File: config.mk
export PLATFORM = sky130hd
export DESIGN_NAME = tick_debouncer
export DESIGN_NICKNAME = d
export VERILOG_FILES = /design/src/rtl/debounce_pkg.sv /design/src/rtl/sync_ff_chain.sv /design/src/rtl/tick_debouncer.sv
export SDC_FILE = /design/constraint.sdc
export NUM_CORES = 1
export LEC_CHECK = 0
export ABC_AREA = 1
export CAP_MARGIN = 20
export CORE_AREA = 2 2 39 41
export CTS_CLUSTER_SIZE = 25
export DETAILED_ROUTE_END_ITERATION = 8
export DIE_AREA = 0 0 41 43
export RECOVER_POWER = 25
export SYNTH_ARGS = -nofsm -noshare
export SYNTH_HDL_FRONTEND = slang
export SYNTH_SLANG_ARGS = --single-unit
File: constraint.sdc
create_clock -name clk -period 1.6 [get_ports clk]
set_input_delay 0.24 -clock clk [delete_from_list [all_inputs] [get_ports clk]]
set_output_delay 0.24 -clock clk [all_outputs]
set_load 0.05 [all_outputs]
File: src/rtl/debounce_pkg.sv
// Shared types and defaults for the switch debouncer and its helpers.
package debounce_pkg;

  typedef enum logic [1:0] {
    LOW       = 2'd0,
    WAIT_HIGH = 2'd1,
    HIGH      = 2'd2,
    WAIT_LOW  = 2'd3
  } db_state_t;

  localparam int DEF_STABLE_TICKS = 3;

endpackage

File: src/rtl/sync_ff_chain.sv
// Multi-flop synchronizer for a single asynchronous input.
// The output is the oldest stage; SYNC_STAGES must be 2 or more.
module sync_ff_chain #(
  parameter int SYNC_STAGES = 2
) (
  input  logic clk,
  input  logic rst,
  input  logic d,
  output logic q
);

  logic [SYNC_STAGES-1:0] chain_q;
  logic [SYNC_STAGES-1:0] chain_d;

  // Shift the raw input one stage deeper each clock.
  always_comb begin
    chain_d = {chain_q[SYNC_STAGES-2:0], d};
  end

  // Chain register, cleared by reset so the debouncer starts from a known level.
  always_ff @(posedge clk) begin
    if (rst) begin
      chain_q <= '0;
    end else begin
      chain_q <= chain_d;
    end
  end

  assign q = chain_q[SYNC_STAGES-1];

endmodule

File: src/rtl/tick_debouncer.sv
// Tick-paced debouncer for one mechanical switch input.
//
// state     | meaning
// ----------+-------------------------------------------------------------
// LOW       | output 0, synchronized input agrees
// WAIT_HIGH | output 0, input went high; counting ticks of stable high
// HIGH      | output 1, synchronized input agrees
// WAIT_LOW  | output 1, input went low; counting ticks of stable low
//
// A level change inside a WAIT state aborts back to the settled state, and
// the abort wins over a tick arriving in the same cycle. The first tick after
// entering WAIT may come after a partial period, so the effective stable time
// lies between STABLE_TICKS-1 and STABLE_TICKS tick periods.
module tick_debouncer
  import debounce_pkg::*;
#(
  parameter int STABLE_TICKS = DEF_STABLE_TICKS,
  parameter int SYNC_STAGES  = 2
) (
  input  logic clk,
  input  logic rst,
  input  logic tick,
  input  logic sw_in,
  output logic db_level,
  output logic db_rise,
  output logic db_fall
);

  localparam int CNT_W = (STABLE_TICKS > 1) ? $clog2(STABLE_TICKS) : 1;
  localparam logic [CNT_W-1:0] CNT_LAST = CNT_W'(STABLE_TICKS - 1);

  logic       sw_s;
  db_state_t  state_q, state_d;
  logic [CNT_W-1:0] cnt_q, cnt_d;
  logic       level_q, level_d;
  logic       rise_q, rise_d;
  logic       fall_q, fall_d;

  sync_ff_chain #(
    .SYNC_STAGES(SYNC_STAGES)
  ) u_sync (
    .clk(clk),
    .rst(rst),
    .d  (sw_in),
    .q  (sw_s)
  );

  // Next-state, counter and output decode; pulses default low every cycle.
  always_comb begin
    state_d = state_q;
    cnt_d   = cnt_q;
    level_d = level_q;
    rise_d  = 1'b0;
    fall_d  = 1'b0;
    case (state_q)
      LOW: begin
        level_d = 1'b0;
        if (sw_s) begin
          state_d = WAIT_HIGH;
          cnt_d   = '0;
        end
      end
      WAIT_HIGH: begin
        if (!sw_s) begin
          state_d = LOW;
        end else if (tick) begin
          if (cnt_q == CNT_LAST) begin
            state_d = HIGH;
            level_d = 1'b1;
            rise_d  = 1'b1;
          end else begin
            cnt_d = cnt_q + CNT_W'(1);
          end
        end
      end
      HIGH: begin
        level_d = 1'b1;
        if (!sw_s) begin
          state_d = WAIT_LOW;
          cnt_d   = '0;
        end
      end
      WAIT_LOW: begin
        if (sw_s) begin
          state_d = HIGH;
        end else if (tick) begin
          if (cnt_q == CNT_LAST) begin
            state_d = LOW;
            level_d = 1'b0;
            fall_d  = 1'b1;
          end else begin
            cnt_d = cnt_q + CNT_W'(1);
          end
        end
      end
      default: begin
        state_d = LOW;
        level_d = 1'b0;
      end
    endcase
  end

  // State, counter and registered outputs with synchronous reset.
  always_ff @(posedge clk) begin
    if (rst) begin
      state_q <= LOW;
      cnt_q   <= '0;
      level_q <= 1'b0;
      rise_q  <= 1'b0;
      fall_q  <= 1'b0;
    end else begin
      state_q <= state_d;
      cnt_q   <= cnt_d;
      level_q <= level_d;
      rise_q  <= rise_d;
      fall_q  <= fall_d;
    end
  end

  assign db_level = level_q;
  assign db_rise  = rise_q;
  assign db_fall  = fall_q;

endmodule

Word-level counts from Yosys, hierarchy flattened --
Index checks and enable logic that the tools add are counted.
Cells by class: muxes and demuxes 25, equality and inequality tests 16, $lt $le $gt $ge 0, divide/modulo/power cells 0, shifts and indexed selects 0, multiply operators 0, add/subtract/negate cells 1, reductions and logical operators 6, bitwise operators 3
Operators with widths (count):
- $mux W2 | 14
- $pmux W2 S4 | 2
- $ne A2 B2 Y1 const B | 6
- $reduce_and A6 Y1 | 2
- $mux W1 | 8
- $eq A2 B2 Y1 const B | 3
- $ne A3 B2 Y1 const B | 2
- $ne A3 B3 Y1 const B | 2
- $reduce_or A3 Y1 | 2
- $ne A2 B1 Y1 const B | 2
- $pmux W1 S4 | 1
- $reduce_and A4 Y1 | 1
- $not A1 Y1 | 3
- $add A2 B1 Y2 const B | 1
- $eq A2 B1 Y1 const B | 1
- $logic_not A2 Y1 | 1
Word-level totals: memories kept 0, logic and storage cells 57, bits in writable memories 0, output and inout bits 3, latch bits 0, ROM bits 0, bits of input ports 4, flip-flop bits (word level) 9

Logic depth before layout (Yosys ltp) --
Gate-level depths: netlist of the first run.
depth in word-level cells 5, mapped depth 9, depth with buffers taken out 9

By module --
From an unflattened synthesis of the first run, not the netlist that was laid out.
Unflattened totals: cell total of the unflattened synthesis 76, area total of the unflattened synthesis 571.8 sq um
Modules (own cells, without submodules):
- tick_debouncer | cells an instance 70, area each 516.7 sq um, seq. area each 140.1 sq um, instances 1
- sync_ff_chain | cells an instance 6, area each 55.1 sq um, seq. area each 40.0 sq um, instances 1

Least setup slack after synthesis of the first run --
No wires, ideal clock.
kind register to register, start point reg state_q[0], end point reg with a tool-made name, clock period less this slack 1331 ps, cell stages (with the launch flop) 9, slack 269 ps, path buffers 0, library setup time 114 ps, data arrival time 1217 ps, cells stage by stage dfxtp_1 -> inv_1 -> ha_1 -> inv_1 -> nand2_1 -> nand2_1 -> nand4_1 -> nand2_1 -> and2b_1
RTL lines:
- start, declared | RTL line tick_debouncer.sv:33 | db_state_t state_q, state_d;
- start signal, assigned | RTL line tick_debouncer.sv:112 | state_q <= state_d;

Worst setup path after layout of the first run --
start point reg state_q[0], end point reg cnt_q[0]
Between the ends: word-level cells in the longest chain between the ends 3, elaborated cells on any way between the ends 10
Ends and longest elaborated chain:
- $eq A2 B1 Y1 (tied with other cells) | RTL line tick_debouncer.sv:55 | case (state_q)
- $ne A2 B1 Y1 (no source line) / $ne A2 B2 Y1 (equally long branches)
- $reduce_and A4 Y1 (no source line)
- end signal, assigned | RTL line tick_debouncer.sv:113 | cnt_q <= cnt_d;
- end, declared | RTL line tick_debouncer.sv:34 | logic [CNT_W-1:0] cnt_q, cnt_d;
Several ways; a longest one is shown, not always the timed one. A chain may end at the register's enable or synchronous reset.

==> results of run 1 <==
metal layers:
metal  up-vias  share of wire [%]  GRT usage [%]
li1        277                  -              -
met1       217                 52           18.7
met2        15                 42           19.4
met3         0                5.9           8.38
met4         0                  0           4.00
met5         -                  0              0
worst min-delay path by stage:
stage | from | endpoint | slack (ns)
after global placement | u_sync.chain_q[0] | u_sync.chain_q[1] | 0.39
after detailed placement | u_sync.chain_q[0] | u_sync.chain_q[1] | 0.41
final | u_sync.chain_q[0] | u_sync.chain_q[1] | 0.41
after floorplan | rst | cnt_q[1] | 0.31
after CTS | u_sync.chain_q[0] | u_sync.chain_q[1] | 0.41
after global routing | u_sync.chain_q[0] | u_sync.chain_q[1] | 0.42
area by class of cell:
cell class | count | area [um2]
Clock buffer | 4 | 26.3
Inverter | 16 | 60.1
Multi-Input combinational cell | 56 | 314
Tap cell | 16 | 20.0
Fill cell | 149 | 722
Sequential cell | 9 | 181
Timing Repair Buffer | 8 | 60.1
synth_stat cells:
cell type / n
nor2_1: 8
nor4_1: 1
a21oi_1: 4
and2b_1: 1
nor2_2: 1
nand3_1: 4
inv_2: 1
ha_1: 8
nor3_1: 1
inv_1: 15
o21ai_0: 1
nand4_1: 3
nand2_1: 23
dfxtp_1: 9
o21ai_2: 1
timing repair:
action	4_1_cts	5_1_grt
resized for setup	0	1
setup buffers	0	0
endpoints found under the setup margin	0	1
power groups by stage:
stage	Sequential, uW	Combinational [uW]	Clock (uW)
after floorplan	353	322	0
after global placement	323	477	0
after detailed placement	324	479	0
after CTS	319	480	180
after global routing	331	546	192
final	322	479	171
logic make-up (layout without fill, tap and decap cells):
kind of cell / Yosys count / after routing / share of synthesized area, %
compound gates: 6 / 6 / 6.09
fa+ha+maj: 8 / 8 / 18.1
simple gates: 42 / 42 / 32.5
buf+inv: 16 / 28 / 10.8
flops: 9 / 9 / 32.5
per-stage QoR:
stage / instances / worst slack, ns / instance area, um2 / power, uW / hold slack, ns
6_report: 109 / 0.208 / 662 / 972 / 0.407
5_1_grt: 109 / 0.0500 / 662 / 1070 / 0.416
3_5_place_dp: 105 / 0.129 / 642 / 803 / 0.407
3_3_place_gp: 105 / 0.145 / 642 / 800 / 0.389
2_1_floorplan: 81 / 0.269 / 554 / 675 / 0.309
4_1_cts: 109 / 0.142 / 668 / 980 / 0.411
tightest hold or removal path, stage by stage (launching register included):
cell	delay, ns
dfxtp_1	0.29
inv_1	0.04
nor2_1	0.03
==> out/metrics.yaml, run 1 <==
setup_violations: 0
worstSetupEndpoint: "cnt_q[0]"
r2r_slack_ns: 0.21
status: "complete, no violations"
critPathKind: "flop to flop"
tightest_slew_ns: 0.594
final_common_cell: "nand2_1"
port_buffers: 6
boundaryPins: 7
ys_warn_count: 0
r2r-end: "cnt_q[0]"
synth_top_cell_area_share_pct: 32.5
fin_crit_sh_pct: 87.0
nets: 106
antenna_found_initial: 0
gp_congestion: 0.855
gr-total-overflow: 0
ir_drop_mv: 0.843
drv_slew: 0
p_seq_share_pct: 33.1
synth_area_leader_cell: "dfxtp_1"
rsz0062_at_grt: "no"
syn_nets: 93
synth_seq_area_share_pct: 32.5
die_w_um: 41
cts_buffers: 3
vias_per_cell: 4.67
grtUsageTotal_pct: 14.2
worstPathRequired_ns: 1.76
drtIter0Drc: 10
critPathCaptureType: "flop"
core_um2: 1380
clk_latency_ns: 0.26
reg2reg_depth: 8
wire_per_inst_um: 9.49
cp_num_buf_inv: 2
dieArea_um2: 1760
switching_power_uw: 415
cts_tree: "done"
slew_headroom_pct: 60.6
critPathSlowestCell: "dfxtp_2"
drtAntennaViolNets: 0
cap_viol_max_count: 0
crit_arrival_ns: 1.55
cp-startpoint: "state_q[0]"
synthCells: 81
synth_cell_types: 15
drt-total-wl_mm: 1.03
finalClockSkew_ns: 0.0105
cp_num_cells: 8
syn_area_per_cell_um2: 6.84
first_global_vias: 402
r2r_start: "state_q[0]"
slowest_delay_ns: 0.36
rows: 14
ys_seq_elements: 9
final_cell_mix: "nand2_1 (23), inv_1 (15), nor2_1 (8), ha_1 (8), dfxtp_1 (8)"
finalHoldViolations: 0
crit_path_start_kind: "flop"
finalSetupTns_ns: 0
achievable-frequency_ghz: 0.718
critPathTopFamily: "flip-flops"
clk_pin_slew_ns: 0.06
crit_fanout: 7
clock_sinks: 9
final_util_pct: 47.8
synthTopCellsByArea: "dfxtp_1 (33%), ha_1 (18%), nand2_1 (16%)"
powerDensity_nw_per_um2: 1470
post-dp-hpwl_um: 831
crit_chain: "buf_4, ha_1, inv_1, nand2_1, o21ai_2, nand3_1, a21oi_1, nor2_1"
p_leak_uw: 0.000330
drive_gt1_share_pct: 10.8
holdBufCountCts: 0
start_util_pct: 40.1
combPwrFrac_pct: 49.3
swShare_pct: 42.6
layout_min_cycle_time_ns: 1.39
drc: 0
via_count: 509
firstDrtPassIters: 4
clockBufferDepth: 2
syn-cell-area_um2: 554
hold_depth: 2
antenna_cells: 0
hold_class: "flop to flop"
grt_first_pass_wirelength_mm: 1.64
die_y_um: 43
areaGrowthSynthToFinish_pct: 19.4
cts_htree_levels: 1
internal-power_uw: 558
clkPwrFrac_pct: 17.6
grt_max_degree: 8
root_buffer: "clkbuf_4"
No activity file was read; power rests on OpenSTA's default activity.
==> run 2: changes to the inputs <==
- ABC_AREA: 1 -> 0
- SETUP_SLACK_MARGIN: unset -> 0.05
==> run 2 against run 1 <==
  * Clock skew decreased by 0.0099 ns
  * Total power down 31%
  * Area after synthesis down 3.2%
  * Largest power group is now sequential cells
  * Highest routed layer is now met4
==> out/metrics.yaml, run 2 <==
status: "complete, no violations"
tightest_slew_ns: 0.421
ys_seq_elements: 9
rsz0062_at_grt: "yes"
cts_htree_levels: 1
grtUsageTotal_pct: 16.1
holdBufCountCts: 0
reg2reg_depth: 6
ir_drop_mv: 0.456
crit_arrival_ns: 1.77
r2r-end: "state_q[0]"
crit_fanout: 4
syn-cell-area_um2: 537
drt-total-wl_mm: 1.19
clk_latency_ns: 0.26
finalClockSkew_ns: 0.000532
r2r_slack_ns: 0.03
layout_min_cycle_time_ns: 1.57
rows: 14
boundaryPins: 7
p_leak_uw: 0.000313
synthTopCellsByArea: "dfxtp_1 (34%), ha_1 (19%), nand2b_1 (4.7%)"
drive_gt1_share_pct: 42.7
syn_nets: 68
finalHoldViolations: 0
synth_area_leader_cell: "dfxtp_1"
final_cell_mix: "buf_4 (13), ha_1 (6), dfxtp_1 (6)"
fin_area_um2: 757
die_y_um: 43
core_um2: 1380
placed_cell_area_um2: 644
cts_tree: "done"
port_buffers: 6
setup_violations: 0
drv_slew: 0
worstPathRequired_ns: 1.80
grt_first_pass_wirelength_mm: 1.79
final_util_pct: 54.7
clk_pin_slew_ns: 0.06
hold_slack_ns: 0.446
ys_warn_count: 0
fin_crit_sh_pct: 98.1
grt_max_degree: 12
gr-total-overflow: 0
wire_per_inst_um: 13.1
slew_headroom_pct: 71.8
synth_top_cell_area_share_pct: 33.6
first_global_vias: 424
synthArstFlopShare_pct: 0
syn_area_per_cell_um2: 9.59
nets: 88
setup_ws_ns: 0.0297
cp-startpoint: "state_q[0]"
dieArea_um2: 1760
achievable-frequency_ghz: 0.637
synthCells: 56
final_common_cell: "buf_4"
critPathKind: "flop to flop"
vias_per_cell: 5.12
drtAntennaViolNets: 0
post-dp-hpwl_um: 778
worstSetupEndpoint: "state_q[0]"
hold_class: "flop to flop"
fill_cells: 124
synth_common_cells: "dfxtp_1 (9), ha_1 (8), nor2_1 (5)"
hold_depth: 1
antenna_found_initial: 0
synth_ff_type: "dfxtp_1"
firstDrtPassIters: 4
synth_seq_area_share_pct: 33.6
start_util_pct: 38.8
cap_viol_max_count: 0
powerDensity_nw_per_um2: 889
post-synth-top-count-cell: "dfxtp_1"
gp_congestion: 0.729
crit_path_start_kind: "flop"
synth_edf_count: 0
antenna_cells: 0
critPathCaptureType: "flop"
via_count: 466
clockBufferDepth: 2
cts_buffers: 3
drtIter0Drc: 2
synth_cell_types: 25
r2r_start: "state_q[0]"
areaGrowthSynthToFinish_pct: 41.0
die_w_um: 41
place_ws_ns: -0.0468
drc: 0
clock_sinks: 9
root_buffer: "clkbuf_4"
[run 2: cells by family after synthesis]
kind of cell	after synthesis	share of synthesized area, %
simple gates	23	25.6
mux	3	5.83
buf+inv	5	3.50
compound gates	8	12.8
fa+ha+maj	8	18.6
flops	9	33.6
[run 2: worst max-delay path, stage by stage, from the launching register on]
cell	delay (ns)
dfxtp_4	0.37
inv_4	0.05
ha_4	0.15
or2_1	0.25
o32ai_2	0.28
mux2_4	0.34
nor2_4	0.06
[run 2: worst min-delay path by stage]
stage | startpoint | end
floorplan | sw_in | u_sync.chain_q[0]
global placement | u_sync.chain_q[0] | u_sync.chain_q[1]
detailed placement | u_sync.chain_q[0] | u_sync.chain_q[1]
CTS | u_sync.chain_q[0] | u_sync.chain_q[1]
global route | u_sync.chain_q[0] | u_sync.chain_q[1]
finish | u_sync.chain_q[0] | u_sync.chain_q[1]
[run 2: area by class of cell]
type | count | area (um2) | area share [%]
flip-flops and latches | 9 | 189 | 25.0
repair buffers | 16 | 128 | 16.9
inverters | 4 | 17.5 | 2.31
multi-input cells | 42 | 377 | 49.8
clock buffers | 4 | 26.3 | 3.47
well taps | 16 | 20.0 | 2.64
[run 2: per-layer routing]
layer	vias up	part of all wire [%]	track usage, %
met5	-	0	0
li1	233	-	-
met3	2	3.5	4.71
met4	0	0.84	12.0
met2	8	54	24.4
met1	223	41	17.8
[run 2: what timing repair did]
item                                    CTS  global route
setup buffers                             3             2
cloned                                    0             0
endpoints found under the setup margin    4             4
pin swaps                                 0             2
gates resized for setup                   5            11
[run 2: per-stage QoR]
| step | power (uW) | setup TNS (ns) | std cells |
|---|---|---|---|
| final | 673 | 0 | 91 |
| after global routing | 718 | -0.0311 | 91 |
| after CTS | 628 | 0 | 89 |
| after detailed placement | 431 | -0.0468 | 82 |
| after global placement | 431 | -0.0284 | 82 |
| after floorplan | 368 | 0 | 56 |
[run 2: power by group]
| part | internal [uW] | switching [uW] |
|---|---|---|
| registers | 240 | 15.0 |
| logic | 130 | 109 |
| clock network | 96.3 | 82.2 |
